$ cat config.mk
export PLATFORM = sky130hd
export DESIGN_NAME = bb_xfer_sched
export DESIGN_NICKNAME = d
export VERILOG_FILES = /design/src/rtl/bb_sched_pkg.sv /design/src/rtl/bb_addr_widen.sv /design/src/rtl/bb_xfer_sched.sv
export SDC_FILE = /design/constraint.sdc
export NUM_CORES = 1
export LEC_CHECK = 0
export CORE_MARGIN = 4
export CORE_UTILIZATION = 40
export DETAILED_ROUTE_END_ITERATION = 10
export GPL_TIMING_DRIVEN = 0
export PLACE_DENSITY_LB_ADDON = 0.05
export SLEW_MARGIN = 20
export SYNTH_ARGS = -nofsm -noshare
export SYNTH_HDL_FRONTEND = slang
export SYNTH_SLANG_ARGS = --single-unit
$ cat constraint.sdc
create_clock -name clk -period 2.3 [get_ports clk]
set_input_delay 0.345 -clock clk [delete_from_list [all_inputs] [get_ports clk]]
set_output_delay 0.345 -clock clk [all_outputs]
set_load 0.03 [all_outputs]
$ cat src/rtl/bb_sched_pkg.sv
// bb_sched_pkg -- shared definitions for the bus-bridge transfer scheduler.
//   state_t       : scheduler FSM encoding (IDLE, REQ, WAIT, RESP)
//   LOCAL/REMOTE  : requester indices into the packed per-requester ports
//   *_DEF         : default widths and timeout used by the modules below
package bb_sched_pkg;

  localparam int BB_ADDR_WIDTH_DEF      = 13;
  localparam int BUS_ADDR_WIDTH_DEF     = 16;
  localparam int BUS_MEM_ADDR_WIDTH_DEF = 13;
  localparam int DATA_WIDTH_DEF         = 8;
  localparam int TIMEOUT_CYCLES_DEF     = 255;

  localparam logic LOCAL  = 1'b0;
  localparam logic REMOTE = 1'b1;

  typedef enum logic [1:0] {
    IDLE = 2'd0,
    REQ  = 2'd1,
    WAIT = 2'd2,
    RESP = 2'd3
  } state_t;

endpackage

$ cat src/rtl/bb_addr_widen.sv
// bb_addr_widen -- combinational bridge-to-bus address mapping.
//   bb_addr  : bridge address; MSB selects the slave bank
//   bus_addr : system-bus address. The low bridge bits land in the bottom
//              BUS_MEM_ADDR_WIDTH-1 bits, the bank bit lands at bit
//              BUS_MEM_ADDR_WIDTH, and every other bit is zero.
module bb_addr_widen
  import bb_sched_pkg::*;
#(
  parameter int BB_ADDR_WIDTH      = BB_ADDR_WIDTH_DEF,
  parameter int BUS_ADDR_WIDTH     = BUS_ADDR_WIDTH_DEF,
  parameter int BUS_MEM_ADDR_WIDTH = BUS_MEM_ADDR_WIDTH_DEF
) (
  input  logic [BB_ADDR_WIDTH-1:0]  bb_addr,
  output logic [BUS_ADDR_WIDTH-1:0] bus_addr
);

  localparam int LOW_W = BUS_MEM_ADDR_WIDTH - 1;

  always_comb begin
    // NOTE: assigning a default before any partial/conditional assignment
    // keeps always_comb from inferring a latch.
    bus_addr = '0;
    bus_addr[LOW_W-1:0]         = LOW_W'(bb_addr[BB_ADDR_WIDTH-2:0]);
    bus_addr[BUS_MEM_ADDR_WIDTH] = bb_addr[BB_ADDR_WIDTH-1];
  end

endmodule

$ cat src/rtl/bb_xfer_sched.sv
// bb_xfer_sched -- arbitrates the local and remote bridge requesters onto a
// single system-bus master, one transfer at a time.
//   req_*   : per-requester request channel (bit/slice 0 local, 1 remote);
//             req_ready is a one-cycle accept strobe in IDLE
//   rsp_*   : one-cycle completion pulse to the owner, with timeout flag and
//             read data (read data is held until the next completion)
//   bus_*   : bus master interface: bus_req until completion, bus_valid and
//             transfer fields held through WAIT until bus_done
//   busy    : scheduler is not IDLE
// Build option: define BB_SCHED_FIXED_PRIO_EN to give the remote requester
// fixed priority; otherwise arbitration is round-robin.
module bb_xfer_sched
  import bb_sched_pkg::*;
#(
  parameter int BB_ADDR_WIDTH      = BB_ADDR_WIDTH_DEF,
  parameter int BUS_ADDR_WIDTH     = BUS_ADDR_WIDTH_DEF,
  parameter int BUS_MEM_ADDR_WIDTH = BUS_MEM_ADDR_WIDTH_DEF,
  parameter int DATA_WIDTH         = DATA_WIDTH_DEF,
  parameter int TIMEOUT_CYCLES     = TIMEOUT_CYCLES_DEF
) (
  input  logic                       clk,
  input  logic                       rst,
  input  logic [1:0]                 req_valid,
  output logic [1:0]                 req_ready,
  input  logic [2*BB_ADDR_WIDTH-1:0] req_addr,
  input  logic [1:0]                 req_we,
  input  logic [2*DATA_WIDTH-1:0]    req_wdata,
  output logic [1:0]                 rsp_valid,
  output logic                       rsp_err,
  output logic [DATA_WIDTH-1:0]      rsp_rdata,
  output logic                       bus_req,
  input  logic                       bus_grant,
  output logic                       bus_valid,
  output logic [BUS_ADDR_WIDTH-1:0]  bus_addr,
  output logic                       bus_we,
  output logic [DATA_WIDTH-1:0]      bus_wdata,
  input  logic [DATA_WIDTH-1:0]      bus_rdata,
  input  logic                       bus_done,
  output logic                       busy
);

  localparam int TIMER_W = (TIMEOUT_CYCLES > 1) ? $clog2(TIMEOUT_CYCLES) : 1;
  localparam logic [TIMER_W-1:0] TIMER_LAST = TIMER_W'(TIMEOUT_CYCLES - 1);

  state_t                    state, state_nx;
  logic                      winner;
  logic                      accept;
  logic [BB_ADDR_WIDTH-1:0]  sel_addr;
  logic [BUS_ADDR_WIDTH-1:0] sel_bus_addr;
  logic                      owner_q;
  logic                      err_q;
  logic [TIMER_W-1:0]        timer_q;
  logic [BUS_ADDR_WIDTH-1:0] addr_q;
  logic                      we_q;
  logic [DATA_WIDTH-1:0]     wdata_q;
  logic [DATA_WIDTH-1:0]     rdata_q;

`ifdef BB_SCHED_FIXED_PRIO_EN
  assign winner = req_valid[REMOTE] ? REMOTE : LOCAL;
`else
  // rr_ptr names the requester that wins a tie; it always moves to the loser.
  logic rr_ptr;
  assign winner = req_valid[rr_ptr] ? rr_ptr : ~rr_ptr;
`endif

  assign sel_addr = winner ? req_addr[2*BB_ADDR_WIDTH-1:BB_ADDR_WIDTH]
                           : req_addr[BB_ADDR_WIDTH-1:0];

  bb_addr_widen #(
    .BB_ADDR_WIDTH      (BB_ADDR_WIDTH),
    .BUS_ADDR_WIDTH     (BUS_ADDR_WIDTH),
    .BUS_MEM_ADDR_WIDTH (BUS_MEM_ADDR_WIDTH)
  ) u_widen (
    .bb_addr  (sel_addr),
    .bus_addr (sel_bus_addr)
  );

  always_comb begin
    state_nx = state;
    accept   = 1'b0;
    case (state)
      IDLE: if (|req_valid) begin
        accept   = 1'b1;
        state_nx = REQ;
      end
      REQ:  if (bus_grant) state_nx = WAIT;
      // bus_done is checked together with the last timer cycle, so a
      // completion on that cycle is reported as success.
      WAIT: if (bus_done || timer_q == TIMER_LAST) state_nx = RESP;
      RESP: state_nx = IDLE;
      default: state_nx = IDLE;
    endcase
  end

  // NOTE: sequential state uses non-blocking assignments so every flop
  // samples the pre-edge values regardless of statement order.
  always_ff @(posedge clk or posedge rst) begin
    if (rst) begin
      state   <= IDLE;
      owner_q <= LOCAL;
      err_q   <= 1'b0;
      timer_q <= '0;
      addr_q  <= '0;
      we_q    <= 1'b0;
      wdata_q <= '0;
      rdata_q <= '0;
`ifndef BB_SCHED_FIXED_PRIO_EN
      rr_ptr  <= LOCAL;
`endif
    end else begin
      state <= state_nx;
      if (accept) begin
        owner_q <= winner;
        addr_q  <= sel_bus_addr;
        we_q    <= req_we[winner];
        wdata_q <= winner ? req_wdata[2*DATA_WIDTH-1:DATA_WIDTH]
                          : req_wdata[DATA_WIDTH-1:0];
`ifndef BB_SCHED_FIXED_PRIO_EN
        rr_ptr  <= ~winner;
`endif
      end
      if (state == REQ)
        timer_q <= '0;
      else if (state == WAIT)
        timer_q <= timer_q + TIMER_W'(1);
      if (state == WAIT && state_nx == RESP) begin
        err_q   <= ~bus_done;
        rdata_q <= (bus_done && !we_q) ? bus_rdata : '0;
      end
    end
  end

  // req_ready is the only output decoded straight from inputs; it is masked
  // during reset so that every output reads zero while rst is high.
  assign req_ready = rst ? 2'b00 : {accept & winner, accept & ~winner};
  assign rsp_valid = (state == RESP) ? {owner_q, ~owner_q} : 2'b00;
  assign rsp_err   = (state == RESP) & err_q;
  assign rsp_rdata = rdata_q;
  assign bus_req   = (state == REQ) || (state == WAIT);
  assign bus_valid = (state == WAIT);
  assign bus_addr  = addr_q;
  assign bus_we    = we_q;
  assign bus_wdata = wdata_q;
  assign busy      = (state != IDLE);

endmodule
* Word level (Yosys, flattened, before mapping)
Cells that the tools add are included.
** Storage, ports and cells
- Output and inout port bits :: 41
- Word-level logic and storage cells :: 51
- Input port bits :: 58
- Register bits :: 43
** Cells by class
- Equality and inequality tests :: 5
- $lt $le $gt $ge :: 2
- Reduce and logical (&&, ||, !) cells :: 9
- Muxes and demuxes :: 18
- Add/sub/neg operators :: 1
- Bitwise gates (word level) :: 7
** Operator list (number)
- $mux 8 :: 4
- $mux 13 :: 1
- $mux 2 :: 5
- $add 8x1->8 const B :: 1
- $eq 8x8->1 const B :: 1
- $pmux 2 s4 :: 1
- $mux 1 :: 7
- $eq 2x2->1 const B :: 3
- $lt 1x2->1 const B :: 2
- $not 1->1 :: 4
- $reduce_bool 2->1 :: 2
- $and 1x1->1 :: 3
- $eq 2x1->1 const B :: 1
- $logic_and 1x1->1 :: 2
- $logic_not 2->1 :: 1
- $logic_or 1x1->1 :: 2
- $reduce_or 2->1 :: 1
- $logic_not 1->1 :: 1

* Longest topological paths before layout
Gate-level depths: netlist (run 1).
- Word-level depth :: 6
- Mapped depth :: 7
- Mapped depth without buffers :: 6

* Modules after synthesis
A second synthesis (run 1) with hierarchy kept.
** Unflattened totals
- Cells, all modules :: 208
- Area, all modules :: 2418.6 µm²
** Modules (own cells, without submodules)
- bb_xfer_sched :: cells each 191, seq. area each 1151.1 µm², instances 1, area each 2294.7 µm²
- bb_addr_widen :: cells each 17, seq. area each 0.0 µm², instances 1, area each 123.9 µm²

* Least setup slack after synthesis (run 1)
Ideal clock, no wire load.
- Path kind :: input to output
- Start point :: input rst
- End point :: output req_ready[0]
- Data required time :: 1.955 ns
- Stages on the path :: 2
- Arrival time :: 1.692 ns
- Setup slack :: 0.263 ns
- Buffers on the path :: 0
- Cells stage by stage :: inv_1 and2_1
** Between the ends
- Cells in the longest elaborated chain, start to end :: 1
** Ends and longest elaborated chain
- from (decl) :: RTL line bb_xfer_sched.sv:22 : input logic rst,
- $mux 2 :: RTL line bb_xfer_sched.sv:135 : assign req_ready = rst ? 2'b00 : {accept & winner, accept & ~winner};
- to (decl) :: RTL line bb_xfer_sched.sv:24 : output logic [1:0] req_ready,
Every way passes these cells.

* Worst setup path after layout (run 1)
- Start point :: register state[0]
- End point :: output bus_req
** Between the ends
- Cells in the longest elaborated chain, start to end :: 2
- Elaborated cells between the ends (all ways) :: 3
- Those cells by class :: 2 x eq/ne; 1 x reduce/logical
** Ends and longest elaborated chain
- from (decl) :: RTL line bb_xfer_sched.sv:45 : state_t state, state_nx;
- from (signal assigned) :: RTL line bb_xfer_sched.sv:111 : state <= state_nx;
- $eq 2x1->1 or $eq 2x2->1 (tied branches) :: RTL line bb_xfer_sched.sv:139 : assign bus_req = (state == REQ) || (state == WAIT);
- $logic_or 1x1->1 * :: RTL line bb_xfer_sched.sv:139
- to (decl) :: RTL line bb_xfer_sched.sv:31 : output logic bus_req,
Every way passes the cells marked *; elsewhere a longest branch is shown, timed or not.

==> run_results.csv, run 1 <==
group,metric,value,unit
detailed_routing,dr.pass1.iters,4,
floorplanning,row_count,25,
yosys,synthesis.area,0.00203,mm²
floorplanning,fp.dieH,79.2,µm
detailed_routing,vias,1818,
power_and_ir_drop,power.share.clock,0.109,
worst_setup_path,r2r_setup_slack,0.40,ns
place,pre_cts_ws,-0.583,ns
global_route,track_usage,0.183,
sta,min_period_over_period,0.961,
detailed_routing,wire_per_inst,15.2,µm
place,dp_hpwl,4060,µm
cts,clkLatencyLatePin,0.29,ns
sta,tightest_slew,0.579,ns
layout,nFillCells,410,
power_and_ir_drop,combPwrFrac,0.576,
worst_setup_path,r2r-end,"bus_addr[11]",
cts,clk_root_buffer_cell,"clkbuf_8",
yosys,seq_area_frac_synth,0.530,
detailed_routing,routed.top_layer,"met4",
sta,rsz0062_at_grt,"false",
layout,multi_input_area,796,µm²
sta,fin_crit,2.21,ns
detailed_routing,antenna_left,0,
yosys,synth_edf_count,0,
worst_setup_path,criticalPathCategory,"flop to output pin",
global_route,grt_pass1_wl,8990,µm
detailed_routing,drt-initial-drc-count,86,
layout,utilization,0.670,
power_and_ir_drop,power_density,1300,mW/mm²
layout,seq_area,0.00108,mm²
yosys,yosys.area.top_type,"dfrtp_1",
yosys,synth-seq-cells,43,
floorplanning,ios,99,
cts,clk_pin_slew,0.07,ns
global_route,overflow,0,
worst_setup_path,worstPathArrival,1.86,ns
sta,fmax,453,MHz
layout,drive_gt1_frac,0.120,
worst_setup_path,cp_slowest_stage_delay,0.67,ns
floorplanning,initial_core_util,0.421,
power_and_ir_drop,intPower,2.37,mW
worst_setup_path,crit_chain,"inv_1 -> ha_2 -> clkdlybuf4s50_1",
place,portBuffers,95,
sta,relSlewSlack,0.612,
worst_setup_path,worst_ep_required_time,1.96,ns
worst_setup_path,r2r_start,"state[0]",
min_path,hold_class,"input pin to async pin",
worst_setup_path,crit_fanout,8,
yosys,syn_inst,183,
layout,antenna_cells,0,
cts,cts_tree,"built",
sta,hold_viol,0,
power_and_ir_drop,power_switching,1.82,mW
sta,drv_slew,0,
global_route,antenna_found_initial,0,
detailed_routing,drt_wl_total,5420,µm
yosys,ys_async_sr_fraction,1.00,
place,placedCellCount,348,
layout,area_delta_synth_final,59.0,%
sta,finalWorstSetupSlack,0.0904,ns
run,max_cap_violations,0,
power_and_ir_drop,peakVddDrop,588,µV
sta,fin_worst_skew,0.00635,ns
floorplanning,chipWidth,79.2,µm
detailed_routing,wl_met3,330,µm
floorplanning,die_area,0.00628,mm²
detailed_routing,drcViolationCount,0,
detailed_routing,post_drt_via_cell_ratio,5.08,
yosys,synthFlopType,"dfrtp_1",
place,gp_congestion,0.723,
yosys,synth_top_area_share,0.530,
cts,htree_levels,2,
yosys,synth_area_leaders,"dfrtp_1 53%, a222oi_1 11%, inv_1 5.7%",
layout,fin_cells,358,
worst_setup_path,crit_path_top_delay_cell,"clkdlybuf4s50_1",
yosys,yosys_warnings,0,
layout,fin_nets,355,
cts,numCtsBuffers,5,
cts,clk_path_buf_depth,2,
global_route,grt_pass1_vias,1918,
floorplanning,core_area,0.00482,mm²
detailed_routing,wl_met1,2250,µm
power_and_ir_drop,swShare,0.434,
status,status,"complete, no violations",
power_and_ir_drop,p_leak,1.50,nW
global_route,grt_max_degree,29,
worst_setup_path,cp-end-kind,"output pin",
yosys,avgSynthCellArea,11.1,µm²
cts,numClockSinks,43,
worst_setup_path,start_kind,"flop",
sta,setup_viol,0,
yosys,yosys.cell_types.count,35,
power_and_ir_drop,p_seq_frac,0.315,
detailed_routing,wl_met2,2790,µm
worst_setup_path,worstRegToRegCells,6,
power_and_ir_drop,power,4.19,mW
-- power by group through the flow --
| stage | Sequential (mW) | Clock (mW) | Combinational [mW] |
|---|---|---|---|
| 6_report | 1.32 | 0.457 | 2.41 |
| 5_1_grt | 1.36 | 0.512 | 2.61 |
| 4_1_cts | 1.32 | 0.475 | 2.44 |
| 3_5_place_dp | 1.32 | 0 | 2.38 |
| 3_3_place_gp | 1.31 | 0 | 2.36 |
| 2_1_floorplan | 1.80 | 0 | 0.945 |
-- stage by stage --
step	cell area, µm²	hold WS, ns	setup TNS [ns]
finish	3230	0.382	0
detailed placement	3100	0.491	-1.12
global placement	3070	0.489	-5.53
CTS	3230	0.460	0
global route	3230	0.402	0
floorplan	2040	0.435	0
-- critical path, delay by kind of cell, from the launching register on --
kind                     cells  cell delay (ns)
buffers and inverters        2             0.78
flip-flops                   1             0.46
adder cells (fa/ha/maj)      1             0.33
-- worst max-delay path by stage --
stage	from	to	slack, ns
after global routing	state[0]	bus_req	0.03
after global placement	rst	req_ready[0]	-1.11
after detailed placement	req_valid[0]	req_ready[0]	-0.58
after floorplan	rst	req_ready[0]	0.26
after CTS	rst	req_ready[1]	0.009
final	state[0]	bus_req	0.09
-- layer usage --
metal / track usage / vias up
met5: 0 / -
met4: 0.0567 / 0
met3: 0.0612 / 4
met2: 0.320 / 50
met1: 0.211 / 884
li1: - / 880
-- cell usage after synthesis (all sizes together), types with 2 or more instances --
library cell,n
a21oi,6
a222oi,22
a22o,8
a31oi,2
and2,4
and3,3
buf,9
clkbuf,4
dfrtp,43
ha,7
inv,31
mux2i,2
nand2,7
nand3,2
nand4,2
nor2,3
nor3,3
o21ai,8
o31ai,3
xor2,2
-- flip-flops by register name, indices dropped and copies added, names as in the netlist --
register	flops
timer_q	8
rr_ptr	1
bus_we	1
err_q	1
bus_addr	13
owner_q	1
rsp_rdata	8
state	2
bus_wdata	8
-- layout by cell type, fill, tap and decap left out, types with 4 or more instances in the layout --
master / synthesis / layout
a21oi_1: 6 / 4
a222oi_1: 22 / 22
a22o_2: 8 / 8
and2_1: 4 / 4
buf_2: 5 / 5
buf_4: 3 / 5
clkbuf_1: 4 / 6
clkbuf_8: 0 / 5
clkdlybuf4s50_1: 0 / 93
dfrtp_1: 43 / 42
ha_1: 7 / 6
inv_1: 31 / 30
nand2_1: 7 / 7
o21ai_0: 7 / 7
-- kinds of logic (layout without fill, tap and decap cells) --
group | Yosys count | after routing | share of synthesized area
flops | 43 | 43 | 0.530
buf+inv | 44 | 150 | 0.0937
simple gates | 30 | 30 | 0.0814
xor+xnor | 2 | 2 | 0.00863
compound gates | 54 | 54 | 0.231
other cells | 1 | 3 | 0.00185
mux | 2 | 2 | 0.00986
fa+ha+maj | 7 | 7 | 0.0432
-- final cells by class --
cell class	count	share of cell area
tap	67	0.0260
timing repair buffer	98	0.305
multi-input combinational	98	0.247
sequential	43	0.334
clock buffer	7	0.0237
inverter	31	0.0368
buffer	13	0.0268
clock inverter	1	0.00155
-- timing repair --
| item | 4_1_cts | 5_1_grt |
|---|---|---|
| hold buffers | 0 | 0 |
| gates cloned | 0 | 0 |
| setup buffers | 2 | 0 |
| endpoints found under the setup margin | 4 | 2 |
| gates resized for setup | 17 | 5 |
| pin swaps | 0 | 0 |
Note: power is estimated with default switching activity, not from simulation.
==> run 2: changes to the inputs <==
--- a/config.mk
+++ b/config.mk
@@ -5,6 +5,7 @@
 export SDC_FILE = /design/constraint.sdc
 export NUM_CORES = 1
 export LEC_CHECK = 0
+export CAP_MARGIN = 20
 export CORE_MARGIN = 4
 export CORE_UTILIZATION = 40
 export DETAILED_ROUTE_END_ITERATION = 10
==> results of run 2 <==
Final layout, timing and power as in run 1 (identical DEF).
